--- config.mk ---
export PLATFORM = sky130hd
export DESIGN_NAME = hazard_control_unit
export DESIGN_NICKNAME = d
export VERILOG_FILES = /design/src/rtl/pipe_ctrl_pkg.sv /design/src/rtl/sat_counter.sv /design/src/rtl/hazard_control_unit.sv
export SDC_FILE = /design/constraint.sdc
export NUM_CORES = 1
export LEC_CHECK = 0
export CAP_MARGIN = 20
export CELL_PAD_IN_SITES_DETAIL_PLACEMENT = 1
export CELL_PAD_IN_SITES_GLOBAL_PLACEMENT = 2
export CORE_MARGIN = 2
export CORE_UTILIZATION = 30
export CTS_BUF_LIST = sky130_fd_sc_hd__clkbuf_4 sky130_fd_sc_hd__clkbuf_8 sky130_fd_sc_hd__clkbuf_16
export DETAILED_ROUTE_END_ITERATION = 7
export GPL_TIMING_DRIVEN = 0
export PLACE_DENSITY = 0.81
export SETUP_SLACK_MARGIN = 0.4
export SLEW_MARGIN = 20
export SYNTH_ARGS = -nofsm -noshare
export SYNTH_HDL_FRONTEND = slang
export SYNTH_SLANG_ARGS = --single-unit
--- constraint.sdc ---
create_clock -name clk -period 3.1 [get_ports clk]
set_clock_uncertainty 0.15 [all_clocks]
set_input_delay 0.62 -clock clk [delete_from_list [all_inputs] [get_ports clk]]
set_output_delay 0.62 -clock clk [all_outputs]
set_load 0.1 [all_outputs]
--- src/rtl/pipe_ctrl_pkg.sv ---
// Shared types and constants for the pipeline hazard/stall control logic.
// Latency: n/a (declarations only).
// Backpressure: n/a. Port summary: none (package).
package pipe_ctrl_pkg;

    localparam int REG_W    = 4;   // register specifier width
    localparam int STALLC_W = 2;   // width of the control-flush countdown

    // A NOP is injected into a pipeline latch by clearing its valid bit.
    localparam logic NOP_VALID = 1'b0;

    typedef enum logic {
        MD_IDLE = 1'b0,
        MD_BUSY = 1'b1
    } md_state_t;

endpackage

--- src/rtl/sat_counter.sv ---
// Saturating event counter: adds one per cycle while inc is high, sticks at all-ones.
// Latency: count reflects inc one clock edge later.
// Backpressure: none; ports clk, reset (async active-low), inc, count[CNT_W-1:0].
module sat_counter #(
    parameter int CNT_W = 16
) (
    input  logic             clk,
    input  logic             reset,
    input  logic             inc,
    output logic [CNT_W-1:0] count
);

    always_ff @(posedge clk or negedge reset) begin
        if (!reset) begin
            count <= '0;
        end else if (inc && (count != '1)) begin
            count <= count + CNT_W'(1);
        end
    end

endmodule

--- src/rtl/hazard_control_unit.sv ---
// Hazard control: RAW, taken-branch flush and mul/div occupancy -> stall/stallC/bubbleE/flushD.
// Latency: stall/bubbleE/flushD combinational from inputs + state; stallC and counters registered.
// Backpressure: stall holds PC and Fetch->Decode; control flush overrides any stall.
// Ports: clk, reset (async active-low); Decode sources (validD, srcAD/BD, readsAD/BD);
//        Execute info (validE, rdE, isWbE, isMulDivE, branchTakenE); controls and counters out.
module hazard_control_unit
    import pipe_ctrl_pkg::*;
#(
    parameter int FLUSH_CYCLES = 2,
    parameter int MULDIV_LAT   = 4,
    parameter int CNT_W        = 16
) (
    input  logic                clk,
    input  logic                reset,
    input  logic                validD,
    input  logic [REG_W-1:0]    srcAD,
    input  logic [REG_W-1:0]    srcBD,
    input  logic                readsAD,
    input  logic                readsBD,
    input  logic                validE,
    input  logic [REG_W-1:0]    rdE,
    input  logic                isWbE,
    input  logic                isMulDivE,
    input  logic                branchTakenE,
    output logic                stall,
    output logic [STALLC_W-1:0] stallC,
    output logic                bubbleE,
    output logic                flushD,
    output logic [CNT_W-1:0]    dataStallCnt,
    output logic [CNT_W-1:0]    ctrlFlushCnt,
    output logic [CNT_W-1:0]    mdStallCnt
);

    localparam logic [STALLC_W-1:0] FLUSH_LOAD = STALLC_W'(FLUSH_CYCLES);
    localparam bit                  MD_EN      = (MULDIV_LAT > 1);
    // The first stall cycle is spent in MD_IDLE, so BUSY counts LAT-2 more.
    localparam logic [3:0]          MD_INIT    = (MULDIV_LAT > 1) ? 4'(MULDIV_LAT - 2) : 4'd0;

    md_state_t  md_state, md_state_n;
    logic [3:0] md_cnt, md_cnt_n;

    logic dh;
    logic branch_det;
    logic flushing;
    logic md_start;
    logic md_stall;

    // ---------------- hazard detection ----------------
    assign dh = validD & validE & isWbE &
                ((readsAD & (srcAD == rdE)) | (readsBD & (srcBD == rdE)));

    // A new taken branch is only accepted once the previous flush has drained.
    assign branch_det = (stallC == '0) & validE & branchTakenE;
    assign flushing   = (stallC != '0) | branch_det;

    // A taken branch in Execute wins over a mul/div claiming the same slot.
    assign md_start = MD_EN & validE & isMulDivE & ~branch_det;

    // ---------------- mul/div FSM: state register ----------------
    always_ff @(posedge clk or negedge reset) begin
        if (!reset) begin
            md_state <= MD_IDLE;
            md_cnt   <= '0;
        end else begin
            md_state <= md_state_n;
            md_cnt   <= md_cnt_n;
        end
    end

    // ---------------- mul/div FSM: next state ----------------
    always_comb begin
        md_state_n = md_state;
        md_cnt_n   = md_cnt;
        unique case (md_state)
            MD_IDLE: begin
                if (md_start) begin
                    md_state_n = MD_BUSY;
                    md_cnt_n   = MD_INIT;
                end
            end
            MD_BUSY: begin
                // Leaving at md_cnt==0 lets the finished op drain; the next
                // instruction is examined fresh from MD_IDLE.
                if (branch_det || (md_cnt == '0)) begin
                    md_state_n = MD_IDLE;
                    md_cnt_n   = '0;
                end else begin
                    md_cnt_n   = md_cnt - 4'd1;
                end
            end
            default: begin
                md_state_n = MD_IDLE;
                md_cnt_n   = '0;
            end
        endcase
    end

    // ---------------- mul/div FSM: outputs ----------------
    always_comb begin
        md_stall = 1'b0;
        unique case (md_state)
            MD_IDLE: md_stall = md_start;
            MD_BUSY: md_stall = (md_cnt != '0) & ~branch_det;
            default: md_stall = 1'b0;
        endcase
    end

    // ---------------- control-flush countdown ----------------
    always_ff @(posedge clk or negedge reset) begin
        if (!reset) begin
            stallC <= '0;
        end else if (branch_det) begin
            stallC <= FLUSH_LOAD;
        end else if (stallC != '0) begin
            stallC <= stallC - STALLC_W'(1);
        end
    end

    // ---------------- combined controls ----------------
    assign stall   = (dh | md_stall) & ~flushing;
    assign bubbleE = flushing | (dh & ~md_stall);
    assign flushD  = flushing;

    // ---------------- performance counters ----------------
    sat_counter #(.CNT_W(CNT_W)) u_data_cnt (
        .clk   (clk),
        .reset (reset),
        .inc   (dh & ~md_stall & ~flushing),
        .count (dataStallCnt)
    );

    sat_counter #(.CNT_W(CNT_W)) u_ctrl_cnt (
        .clk   (clk),
        .reset (reset),
        .inc   (stallC != '0),
        .count (ctrlFlushCnt)
    );

    sat_counter #(.CNT_W(CNT_W)) u_md_cnt (
        .clk   (clk),
        .reset (reset),
        .inc   (md_stall & ~flushing),
        .count (mdStallCnt)
    );

endmodule

==> impl_metrics.env, run 1 <==
export IMPL_grt_pass1_wl_um=11400
export IMPL_ir_drop_mv=0.735
export IMPL_grt_overflow_total=0
export IMPL_power_density_nw_per_um2=760
export IMPL_period_minus_slack_ns=2.77
export IMPL_finalWirelength_um=7120
export IMPL_ys_seq_elements=55
export IMPL_totalNegativeSetupSlack_ns=0
export IMPL_yosysTopAreaCellShare_pct=49.8
export IMPL_path_type_of_the_worst_min_delay_path="input pin to asynchronous set/reset pin"
export IMPL_global_route_usage_over_all_layers_pct=14.1
export IMPL_cp_slowest_cell="sky130_fd_sc_hd__clkdlybuf4s50_1"
export IMPL_place_detailed_instances=451
export IMPL_clk_path_buf_depth=2
export IMPL_cp_end_kind="output port"
export IMPL_max_slew_margin_rel_pct=31.8
export IMPL_dpl_cell_area_um2=3720
export IMPL_clock_pin_slew_on_the_worst_setup_and_hold_paths_ns=0.10
export IMPL_n_antenna_cell=0
export IMPL_drt_drc_violations_left=0
export IMPL_num_rows=35
export IMPL_place_worst_setup_slack_ns=-1.16
export IMPL_clock_buffer_count_from_cts=5
export IMPL_synth_seq_area_share_pct=49.8
export IMPL_rsz0062_at_grt="yes"
export IMPL_hold_viol=0
export IMPL_die_area_um2=9990
export IMPL_hpwl_dp_um=5130
export IMPL_max_freq_mhz=360
export IMPL_critical_path_n_buffers_inverters=3
export IMPL_synth_most_common_cell="sky130_fd_sc_hd__dfrtp_1"
export IMPL_flow_area_growth_from_synthesis_pct=47.9
export IMPL_dieHeight_um=99.9
export IMPL_layout_cell_area_non_filler_um2=4080
export IMPL_post_layout_total_power_mw=3.10
export IMPL_syn_cell_area_um2=2760
export IMPL_latest_clock_arrival_within_the_worst_skew_pair_ns=0.31
export IMPL_clock_root_buffer="sky130_fd_sc_hd__clkbuf_8"
export IMPL_numPortBuffers=73
export IMPL_ys_warn_count=0
export IMPL_synthesis_instances=266
export IMPL_filler_cell_count=1009
export IMPL_setup_viol=0
export IMPL_path_class="input pin to output port"
export IMPL_initial_utilization_pct=30.5
export IMPL_avgSynthCellArea_um2=10.4
export IMPL_cts_tree="done"
export IMPL_netlist_top_cell_by_area="sky130_fd_sc_hd__dfrtp_1"
export IMPL_routed_wire_length_per_instance_um=15.0
export IMPL_pin_count=74
export IMPL_cellLeakagePower_nw=2.11
export IMPL_dominant_delay_contributor_by_cell_family_on_the_critical_path="buffers and inverters"
export IMPL_worst_setup_path_start_kind="input pin"
export IMPL_ctsHoldBuffers=0
export IMPL_r2r_cells=10
export IMPL_arrival_ns=2.00
export IMPL_cp_data_required_time_ns=2.33
export IMPL_post_drt_via_cell_ratio=4.91
export IMPL_synthesis_nets=293
export IMPL_htreeDepth=2
export IMPL_die_w_um=99.9
export IMPL_finalCritPeriodShare_pct=89.5
export IMPL_detail_route_iter0_violations=49
export IMPL_grt_pass1_vias=2396
export IMPL_cp_cell_sequence="clkdlybuf4s50_1 > and3_4 > nand2_2 > o32ai_4 > buf_6 > nand2b_4 > buf_12"
export IMPL_run_status="finished clean"
export IMPL_fraction_of_layout_cells_with_a_size_suffix_above_1_pct=16.5
export IMPL_report_final_slew_viol_count=0
export IMPL_postSynth_topFlopCell="sky130_fd_sc_hd__dfrtp_1"
export IMPL_clock_sink_count=55
export IMPL_synth_enable_flop_cells=0
export IMPL_stdcell_count=475
export IMPL_routabilityCongestion=0.718
export IMPL_total_via_count_after_detailed_routing=2333
export IMPL_fin_nets=390
export IMPL_drt_antenna_violating_nets=0
export IMPL_critical_path_peak_fanout=3
export IMPL_async_reset_ff_share_pct=100
export IMPL_dr_pass1_iters=3
export IMPL_antenna_found_initial=0
export IMPL_synth_top_cells_by_area="sky130_fd_sc_hd__dfrtp_1 50%, sky130_fd_sc_hd__xnor2_1 15%, sky130_fd_sc_hd__nand4_1 4.8%"
export IMPL_max_cap_viol_count=0
export IMPL_worst_slack_ns=0.326
export IMPL_crit_cells=7
export IMPL_design_core_area_um2=9060
export IMPL_crit_path_max_incr_delay_ns=0.46
export IMPL_synth_commonest_cells="55 x sky130_fd_sc_hd__dfrtp_1, 46 x sky130_fd_sc_hd__xnor2_1, 24 x sky130_fd_sc_hd__nand3_1"
export IMPL_synth_cell_type_count=35
export IMPL_tightest_slew_ns=1.01
export IMPL_grt_max_degree=31
==> path summary, 6_finish.rpt <==
kind,slack [ns],startpoint,end
worst max-delay path,0.33,validD,stall
worst min-delay path,0.06,reset,u_md_cnt.count[5]$_DFFE_PN0P_
worst max register to register,0.58,stallC[1]$_DFFE_PN0N_,u_md_cnt.count[14]$_DFFE_PN0P_
worst min register to register,0.34,u_md_cnt.count[15]$_DFFE_PN0P_,u_md_cnt.count[15]$_DFFE_PN0P_
max in group asynchronous,2.24,reset,stallC[1]$_DFFE_PN0N_
min in group clk,0.34,u_md_cnt.count[15]$_DFFE_PN0P_,u_md_cnt.count[15]$_DFFE_PN0P_
==> logic make-up (layout without fill, tap and decap cells) <==
logic type      count (synthesis)  after routing  share of synthesized area, %
simple gates                  120            120                          22.5
flops                          55             55                          49.8
xor+xnor                       53             53                          16.8
fa+ha+maj                       6              6                          2.72
buf+inv                        10            108                          1.68
compound gates                 18             18                          4.80
mux                             4              4                          1.63
==> where the power goes <==
part / internal, mW / switching, mW
Sequential: 0.847 / 0.138
Clock: 0.168 / 0.246
Combinational: 0.531 / 1.17
==> per-stage QoR <==
step           utilization [%]  hold WS (ns)
3_3_place_gp              40.8         0.323
4_1_cts                   42.3        0.0637
5_1_grt                   45.1        0.0666
3_5_place_dp              41.0         0.329
6_report                  45.1        0.0565
2_1_floorplan                -         0.174
==> state kept, by name, summed over array words and instances (netlist names) <==
signal / flops
u_ctrl_cnt.count: 16
stallC: 2
u_md_cnt.count: 16
md_cnt: 4
md_state: 1
u_data_cnt.count: 16
==> layout make-up <==
type / instances / area, µm² / share of cell area, %
repair buffers: 90 / 926 / 22.7
plain buffers: 2 / 22.5 / 0.551
multi-input cells: 201 / 1480 / 36.2
flip-flops and latches: 55 / 1390 / 33.9
clock inverters: 2 / 12.5 / 0.306
inverters: 8 / 42.5 / 1.04
clock buffers: 6 / 76.3 / 1.87
well taps: 111 / 139 / 3.40
==> worst reg2reg max path: stages, from the launching register on <==
cell and delay [ns]:
sky130_fd_sc_hd__dfrtp_4 0.51, sky130_fd_sc_hd__inv_4 0.07, sky130_fd_sc_hd__ha_4 0.15, sky130_fd_sc_hd__a21boi_4 0.25, sky130_fd_sc_hd__inv_8 0.04, sky130_fd_sc_hd__or3_4 0.41
sky130_fd_sc_hd__buf_4 0.16, sky130_fd_sc_hd__a21oi_4 0.22, sky130_fd_sc_hd__buf_6 0.18, sky130_fd_sc_hd__nand4_1 0.12, sky130_fd_sc_hd__xnor2_1 0.16
==> cell usage in the layout (no fill, tap or decap), types with 3 or more instances in the layout <==
cell type and instances:
sky130_fd_sc_hd__nand3_1 22, sky130_fd_sc_hd__clkdlybuf4s50_1 22, sky130_fd_sc_hd__mux2_1 4, sky130_fd_sc_hd__xor2_1 7, sky130_fd_sc_hd__and3_1 9, sky130_fd_sc_hd__o21ai_0 4
sky130_fd_sc_hd__a21oi_1 4, sky130_fd_sc_hd__ha_1 5, sky130_fd_sc_hd__dlymetal6s2s_1 28, sky130_fd_sc_hd__xnor2_1 40, sky130_fd_sc_hd__xnor2_2 6, sky130_fd_sc_hd__nand4_1 21
sky130_fd_sc_hd__buf_4 17, sky130_fd_sc_hd__nor3_1 4, sky130_fd_sc_hd__inv_1 5, sky130_fd_sc_hd__clkbuf_8 5, sky130_fd_sc_hd__nand2_1 22, sky130_fd_sc_hd__dlygate4sd2_1 18
sky130_fd_sc_hd__nor2_1 21, sky130_fd_sc_hd__dfrtp_1 51, sky130_fd_sc_hd__buf_12 3
==> metal layers <==
metal | vias to the layer above | global-route usage, % | routed length, µm
li1 | 1116 | - | -
met1 | 1179 | 17.7 | 3130
met2 | 32 | 24.7 | 3720
met3 | 6 | 2.65 | 185
met4 | 0 | 3.79 | 78
met5 | - | 0 | 0
==> timing repair <==
| item | 4_1_cts | 5_1_grt |
|---|---|---|
| pin swaps | 5 | 16 |
| setup buffers | 2 | 14 |
| cloned | 0 | 0 |
| gates resized for setup | 43 | 46 |
| endpoints found under the setup margin | 19 | 25 |
Power figures use the tool's default switching activity.
==> inputs of run 2 (changes only) <==
- HOLD_SLACK_MARGIN: unset -> 0.12
- SETUP_SLACK_MARGIN: 0.4 -> 0.15
==> run 2 against run 1 <==
  * First-iteration DRC count decreased by 22%
  * Final area decreased by 4.5%
  * Highest routed layer unchanged
  * Non-clock buffer count decreased by 12
  * Critical path type unchanged
  * Core utilization decreased by 2.0 points
  * Cell count decreased by 2.5%
  * Setup slack got worse by 0.10 ns
  * Sequential share of layout area increased by 1.5 points
  * Worst hold slack improved by 0.15 ns
  * Die area unchanged
==> impl_metrics.env, run 2 (synthesis results as in run 1) <==
export IMPL_clock_pin_slew_on_the_worst_setup_and_hold_paths_ns=0.10
export IMPL_num_rows=35
export IMPL_pin_count=74
export IMPL_grt_util_met2_pct=22.7
export IMPL_multi_input_area_um2=1420
export IMPL_dieHeight_um=99.9
export IMPL_finalCritPeriodShare_pct=92.8
export IMPL_intPower_mw=1.51
export IMPL_post_drt_via_cell_ratio=4.93
export IMPL_pwr_share_comb_pct=52.8
export IMPL_grt_pass1_vias=2356
export IMPL_report_final_slew_viol_count=0
export IMPL_grt_busiest_layer="met2"
export IMPL_grt_max_degree=56
export IMPL_dpl_cell_area_um2=3660
export IMPL_finalWirelength_um=6510
export IMPL_worst_setup_path_start_kind="input pin"
export IMPL_globalRouteMet3Util_pct=3.41
export IMPL_filler_cell_count=1015
export IMPL_period_minus_slack_ns=2.88
export IMPL_cp_data_required_time_ns=2.33
export IMPL_cp_slowest_cell="sky130_fd_sc_hd__clkdlybuf4s50_1"
export IMPL_htreeDepth=2
export IMPL_run_status="finished clean"
export IMPL_fraction_of_layout_cells_with_a_size_suffix_above_1_pct=10.2
export IMPL_power_switching_share_pct=49.6
export IMPL_n_antenna_cell=0
export IMPL_max_cap_viol_count=0
export IMPL_path_type_of_the_worst_min_delay_path="input pin to asynchronous set/reset pin"
export IMPL_cts_tree="done"
export IMPL_groute_layer_met1_usage_pct=18.1
export IMPL_routed_wire_length_per_instance_um=14.1
export IMPL_cellLeakagePower_nw=1.61
export IMPL_clkPwrFrac_pct=14.6
export IMPL_cp_end_kind="output port"
export IMPL_p_switching_mw=1.49
export IMPL_cp_cell_sequence="clkdlybuf4s50_1 > and3_4 > nand2_1 > o32ai_4 > buf_6 > nand2b_4 > buf_12"
export IMPL_rsz0062_at_grt="no"
export IMPL_die_area_um2=9990
export IMPL_clock_buffer_count_from_cts=5
export IMPL_global_route_usage_over_all_layers_pct=13.7
export IMPL_crit_path_max_incr_delay_ns=0.46
export IMPL_clock_root_buffer="sky130_fd_sc_hd__clkbuf_8"
export IMPL_cp_startpoint="isWbE"
export IMPL_r2r_cells=7
export IMPL_layout_cell_area_non_filler_um2=3900
export IMPL_max_slew_margin_rel_pct=32.3
export IMPL_total_via_count_after_detailed_routing=2284
export IMPL_max_freq_mhz=348
export IMPL_critical_path_peak_fanout=3
export IMPL_hpwl_dp_um=4880
export IMPL_numPortBuffers=73
export IMPL_layout_cells_most_common="sky130_fd_sc_hd__clkdlybuf4s50_1"
export IMPL_latest_clock_arrival_within_the_worst_skew_pair_ns=0.30
export IMPL_layout_common_cells="62 x sky130_fd_sc_hd__clkdlybuf4s50_1, 53 x sky130_fd_sc_hd__dfrtp_1, 44 x sky130_fd_sc_hd__xnor2_1"
export IMPL_antenna_found_initial=0
export IMPL_power_frac_seq_pct=32.6
export IMPL_hold_viol=0
export IMPL_clock_sink_count=55
export IMPL_drt_antenna_violating_nets=0
export IMPL_ir_drop_mv=0.316
export IMPL_register_to_register_path_setup_slack_ns=0.64
export IMPL_crit_reg2reg_launch="md_cnt[0]$_DFFE_PN0P_"
export IMPL_routabilityCongestion=0.717
export IMPL_dr_pass1_iters=4
export IMPL_rr_endpoint="u_data_cnt.count[1]$_DFFE_PN0P_"
export IMPL_setup_viol=0
export IMPL_flow_area_growth_from_synthesis_pct=41.3
export IMPL_path_class="input pin to output port"
export IMPL_final_seq_area_um2=1380
export IMPL_grt_pass1_wl_um=11200
export IMPL_grt_overflow_total=0
export IMPL_totalNegativeSetupSlack_ns=0
export IMPL_fin_nets=378
export IMPL_drt_drc_violations_left=0
export IMPL_power_density_nw_per_um2=770
export IMPL_arrival_ns=2.11
export IMPL_layout_core_utilization_pct=43.0
export IMPL_die_w_um=99.9
export IMPL_tightest_slew_ns=1.01
export IMPL_biggestRegsByFlops="u_ctrl_cnt.count: 16 flops, u_data_cnt.count: 16 flops, u_md_cnt.count: 16 flops"
export IMPL_design_core_area_um2=9060
export IMPL_detail_route_iter0_violations=38
export IMPL_clk_path_buf_depth=2
export IMPL_initial_utilization_pct=30.5
==> run 2: cell count changes in the layout (fill, tap and decap cells not counted), moves of 4 or more <==
cell / previous run / this run
sky130_fd_sc_hd__dlymetal6s2s_1: 28 / 6
sky130_fd_sc_hd__xnor2_1: 40 / 44
sky130_fd_sc_hd__buf_4: 17 / 6
sky130_fd_sc_hd__clkdlybuf4s50_1: 22 / 62
sky130_fd_sc_hd__xnor2_2: 6 / 2
sky130_fd_sc_hd__dlygate4sd2_1: 18 / 0
==> run 2: layout make-up <==
class	count	area share, %
inverter	8	0.834
tap	111	3.56
timing repair buffer	78	20.6
sequential	55	35.4
clock inverter	1	0.192
multi-input combinational	201	36.4
buffer	2	0.577
clock buffer	7	2.47
==> run 2: per-stage QoR <==
step / power [mW] / cells / hold WS (ns) / worst slack, ns
2_1_floorplan: 2.11 / 266 / 0.174 / 0.155
3_3_place_gp: 2.49 / 450 / 0.333 / -1.25
3_5_place_dp: 2.51 / 450 / 0.342 / -1.27
4_1_cts: 3.00 / 460 / 0.228 / 0.0851
5_1_grt: 3.17 / 463 / 0.250 / 0.143
6_report: 3.00 / 463 / 0.202 / 0.224
==> run 2: power by group through the flow <==
stage | clock network [mW] | logic [mW] | registers (mW)
floorplan | 0 | 0.520 | 1.59
global placement | 0 | 1.50 | 0.989
detailed placement | 0 | 1.52 | 0.994
CTS | 0.464 | 1.56 | 0.982
global route | 0.492 | 1.68 | 1.00
finish | 0.438 | 1.58 | 0.980
==> run 2: repair_timing <==
| item | CTS | global route |
|---|---|---|
| pin swaps | 1 | 10 |
| hold buffers | 0 | 0 |
| setup endpoints to repair | 3 | 2 |
| setup buffers | 2 | 3 |
| gates cloned | 0 | 0 |
| resized for setup | 24 | 18 |
==> run 2: worst max-delay path: cells and delay by family <==
kind,cells,cell delay [ns]
buffers and inverters,3,0.77
AO/OA/AOI/OAI,1,0.32
AND/OR/NAND/NOR,3,0.39
==> run 2: how the worst max path moves through the flow <==
stage | endpoint
final | stall
after global routing | stall
after CTS | stall
after detailed placement | stall
after global placement | stall
after floorplan | stall
==> run 2: routing by layer <==
metal  vias up  wire [µm]
met5         -          0
met4         0         42
met3         4        353
met2        53       3160
met1      1130       2960
li1       1097          -
==> inputs of run 3 (changes only) <==
- PLACE_DENSITY: 0.81 -> unset
- PLACE_DENSITY_LB_ADDON: unset -> 0.1
==> run 3 against run 2 <==
  * Sequential share of layout area shrank 0.43 points
  * Power shrank 1.3%
  * Setup slack lost 0.0051 ns
  * Via count grew 0.88%
  * Non-clock buffer count grew 4
  * Final area grew 1.2%
  * Sequential power is essentially flat
  * Core utilization grew 0.52 points
  * Die area is the same
  * Critical path type unchanged
  * Highest routed layer unchanged
==> impl_metrics.env, run 3 (synthesis results as in run 1) <==
export IMPL_run_status="finished clean"
export IMPL_dieHeight_um=99.9
export IMPL_max_cap_viol_count=0
export IMPL_latest_clock_arrival_within_the_worst_skew_pair_ns=0.31
export IMPL_path_type_of_the_worst_min_delay_path="flop to flop"
export IMPL_stdcell_count=467
export IMPL_arrival_ns=2.11
export IMPL_grt_pass1_vias=2303
export IMPL_post_drt_via_cell_ratio=4.93
export IMPL_power_density_nw_per_um2=750
export IMPL_layout_core_utilization_pct=43.6
export IMPL_n_antenna_cell=0
export IMPL_hpwl_dp_um=4860
export IMPL_rsz0062_at_grt="no"
export IMPL_layout_cell_area_non_filler_um2=3950
export IMPL_numPortBuffers=73
export IMPL_worstHoldPathCells=1
export IMPL_pwr_share_comb_pct=53.2
export IMPL_intPower_mw=1.46
export IMPL_clkPwrFrac_pct=13.7
export IMPL_drt_drc_violations_left=0
export IMPL_finalWirelength_um=6680
export IMPL_drt_antenna_violating_nets=0
export IMPL_cp_data_required_time_ns=2.33
export IMPL_grt_pass1_wl_um=11100
export IMPL_hold_crit_start="u_md_cnt.count[11]$_DFFE_PN0P_"
export IMPL_routabilityCongestion=0.782
export IMPL_finalHoldWorstSlack_ns=0.353
export IMPL_r2r_cells=7
export IMPL_place_worst_setup_slack_ns=-1.26
export IMPL_pin_count=74
export IMPL_total_via_count_after_detailed_routing=2304
export IMPL_cts_tree="done"
export IMPL_initial_utilization_pct=30.5
export IMPL_power_switching_share_pct=50.8
export IMPL_max_freq_mhz=347
export IMPL_layout_cells_most_common="sky130_fd_sc_hd__clkdlybuf4s50_1"
export IMPL_design_core_area_um2=9060
export IMPL_clk_path_buf_depth=2
export IMPL_place_detailed_instances=451
export IMPL_report_final_slew_viol_count=0
export IMPL_routed_wire_length_per_instance_um=14.3
export IMPL_register_to_register_path_setup_slack_ns=0.57
export IMPL_clock_root_buffer="sky130_fd_sc_hd__clkbuf_8"
export IMPL_p_switching_mw=1.50
export IMPL_die_area_um2=9990
export IMPL_setup_viol=0
export IMPL_worst_hold_path_endpoint="u_md_cnt.count[11]$_DFFE_PN0P_"
export IMPL_grt_max_degree=44
export IMPL_num_rows=35
export IMPL_die_w_um=99.9
export IMPL_layout_common_cells="59 x sky130_fd_sc_hd__clkdlybuf4s50_1, 53 x sky130_fd_sc_hd__dfrtp_1, 43 x sky130_fd_sc_hd__xnor2_1"
export IMPL_htreeDepth=2
export IMPL_dr_pass1_iters=4
export IMPL_worst_slack_ns=0.219
export IMPL_detail_route_iter0_violations=55
export IMPL_cp_end_kind="output port"
export IMPL_worst_setup_path_start_kind="input pin"
export IMPL_biggestRegsByFlops="u_ctrl_cnt.count: 16 flops, u_data_cnt.count: 16 flops, u_md_cnt.count: 16 flops"
export IMPL_tightest_slew_ns=0.995
export IMPL_dpl_cell_area_um2=3690
export IMPL_hold_viol=0
export IMPL_clock_pin_slew_on_the_worst_setup_and_hold_paths_ns=0.10
export IMPL_path_class="input pin to output port"
export IMPL_global_route_usage_over_all_layers_pct=13.8
export IMPL_crit_reg2reg_launch="md_cnt[0]$_DFFE_PN0P_"
export IMPL_ir_drop_mv=0.483
export IMPL_rr_endpoint="u_data_cnt.count[1]$_DFFE_PN0P_"
export IMPL_critical_path_peak_fanout=6
export IMPL_cellLeakagePower_nw=1.67
export IMPL_fin_nets=382
export IMPL_clock_buffer_count_from_cts=5
export IMPL_max_slew_margin_rel_pct=33.5
export IMPL_clock_sink_count=55
export IMPL_period_minus_slack_ns=2.88
export IMPL_antenna_found_initial=0
export IMPL_flow_area_growth_from_synthesis_pct=43.0
export IMPL_power_frac_seq_pct=33.1
export IMPL_fraction_of_layout_cells_with_a_size_suffix_above_1_pct=11.5
export IMPL_finalCritPeriodShare_pct=92.9
export IMPL_grt_overflow_total=0
## run 3: area by class of cell
class	instances	area, µm²
Timing Repair Buffer	82	850
Tap cell	111	139
Buffer	2	22.5
Clock buffer	5	68.8
Sequential cell	55	1380
Fill cell	1017	5120
Multi-Input combinational cell	201	1440
Clock inverter	3	20.0
Inverter	8	32.5
## run 3: metal layers
layer | share of wire, % | track usage (%) | wire length, µm
met3 | 5.6 | 2.92 | 375
met1 | 46 | 19.2 | 3100
met4 | 0.85 | 3.79 | 57
met2 | 47 | 21.8 | 3160
met5 | 0 | 0 | 0
## run 3: worst max path at each step
stage | slack, ns | endpoint | depth (start not counted) | from
after floorplan | 0.15 | stall | 7 | stallC[0]$_DFFE_PN0N_
after global placement | -1.26 | stall | 7 | validE
after detailed placement | -1.26 | stall | 7 | validE
after CTS | 0.06 | stall | 7 | rdE[2]
after global routing | 0.15 | stall | 7 | validD
final | 0.22 | stall | 7 | validD
## run 3: repair_timing
item / in CTS / in global routing
setup endpoints to repair: 3 / 2
pin swaps: 4 / 8
buffers inserted: 1 / 6
hold buffers: 1 / 0
endpoints found under the hold margin: 12 / 0
gates resized for setup: 25 / 20
## run 3: critical path, stage by stage
cell	delay, ns
sky130_fd_sc_hd__clkdlybuf4s50_1	0.45
sky130_fd_sc_hd__and3_4	0.21
sky130_fd_sc_hd__nand2_4	0.05
sky130_fd_sc_hd__o32ai_4	0.30
sky130_fd_sc_hd__buf_6	0.17
sky130_fd_sc_hd__nand2b_4	0.13
sky130_fd_sc_hd__buf_12	0.17
## run 3: power groups by stage
stage / clock network (mW) / registers, mW / logic [mW]
finish: 0.406 / 0.979 / 1.58
global route: 0.454 / 1.01 / 1.68
CTS: 0.434 / 0.981 / 1.56
detailed placement: 0 / 0.995 / 1.52
global placement: 0 / 0.989 / 1.51
floorplan: 0 / 1.59 / 0.520
## run 3: through the flow
stage               setup TNS, ns  power (mW)
global route                    0        3.14
detailed placement          -2.21        2.52
CTS                             0        2.98
floorplan                       0        2.11
global placement           -36.32        2.49
finish                          0        2.96
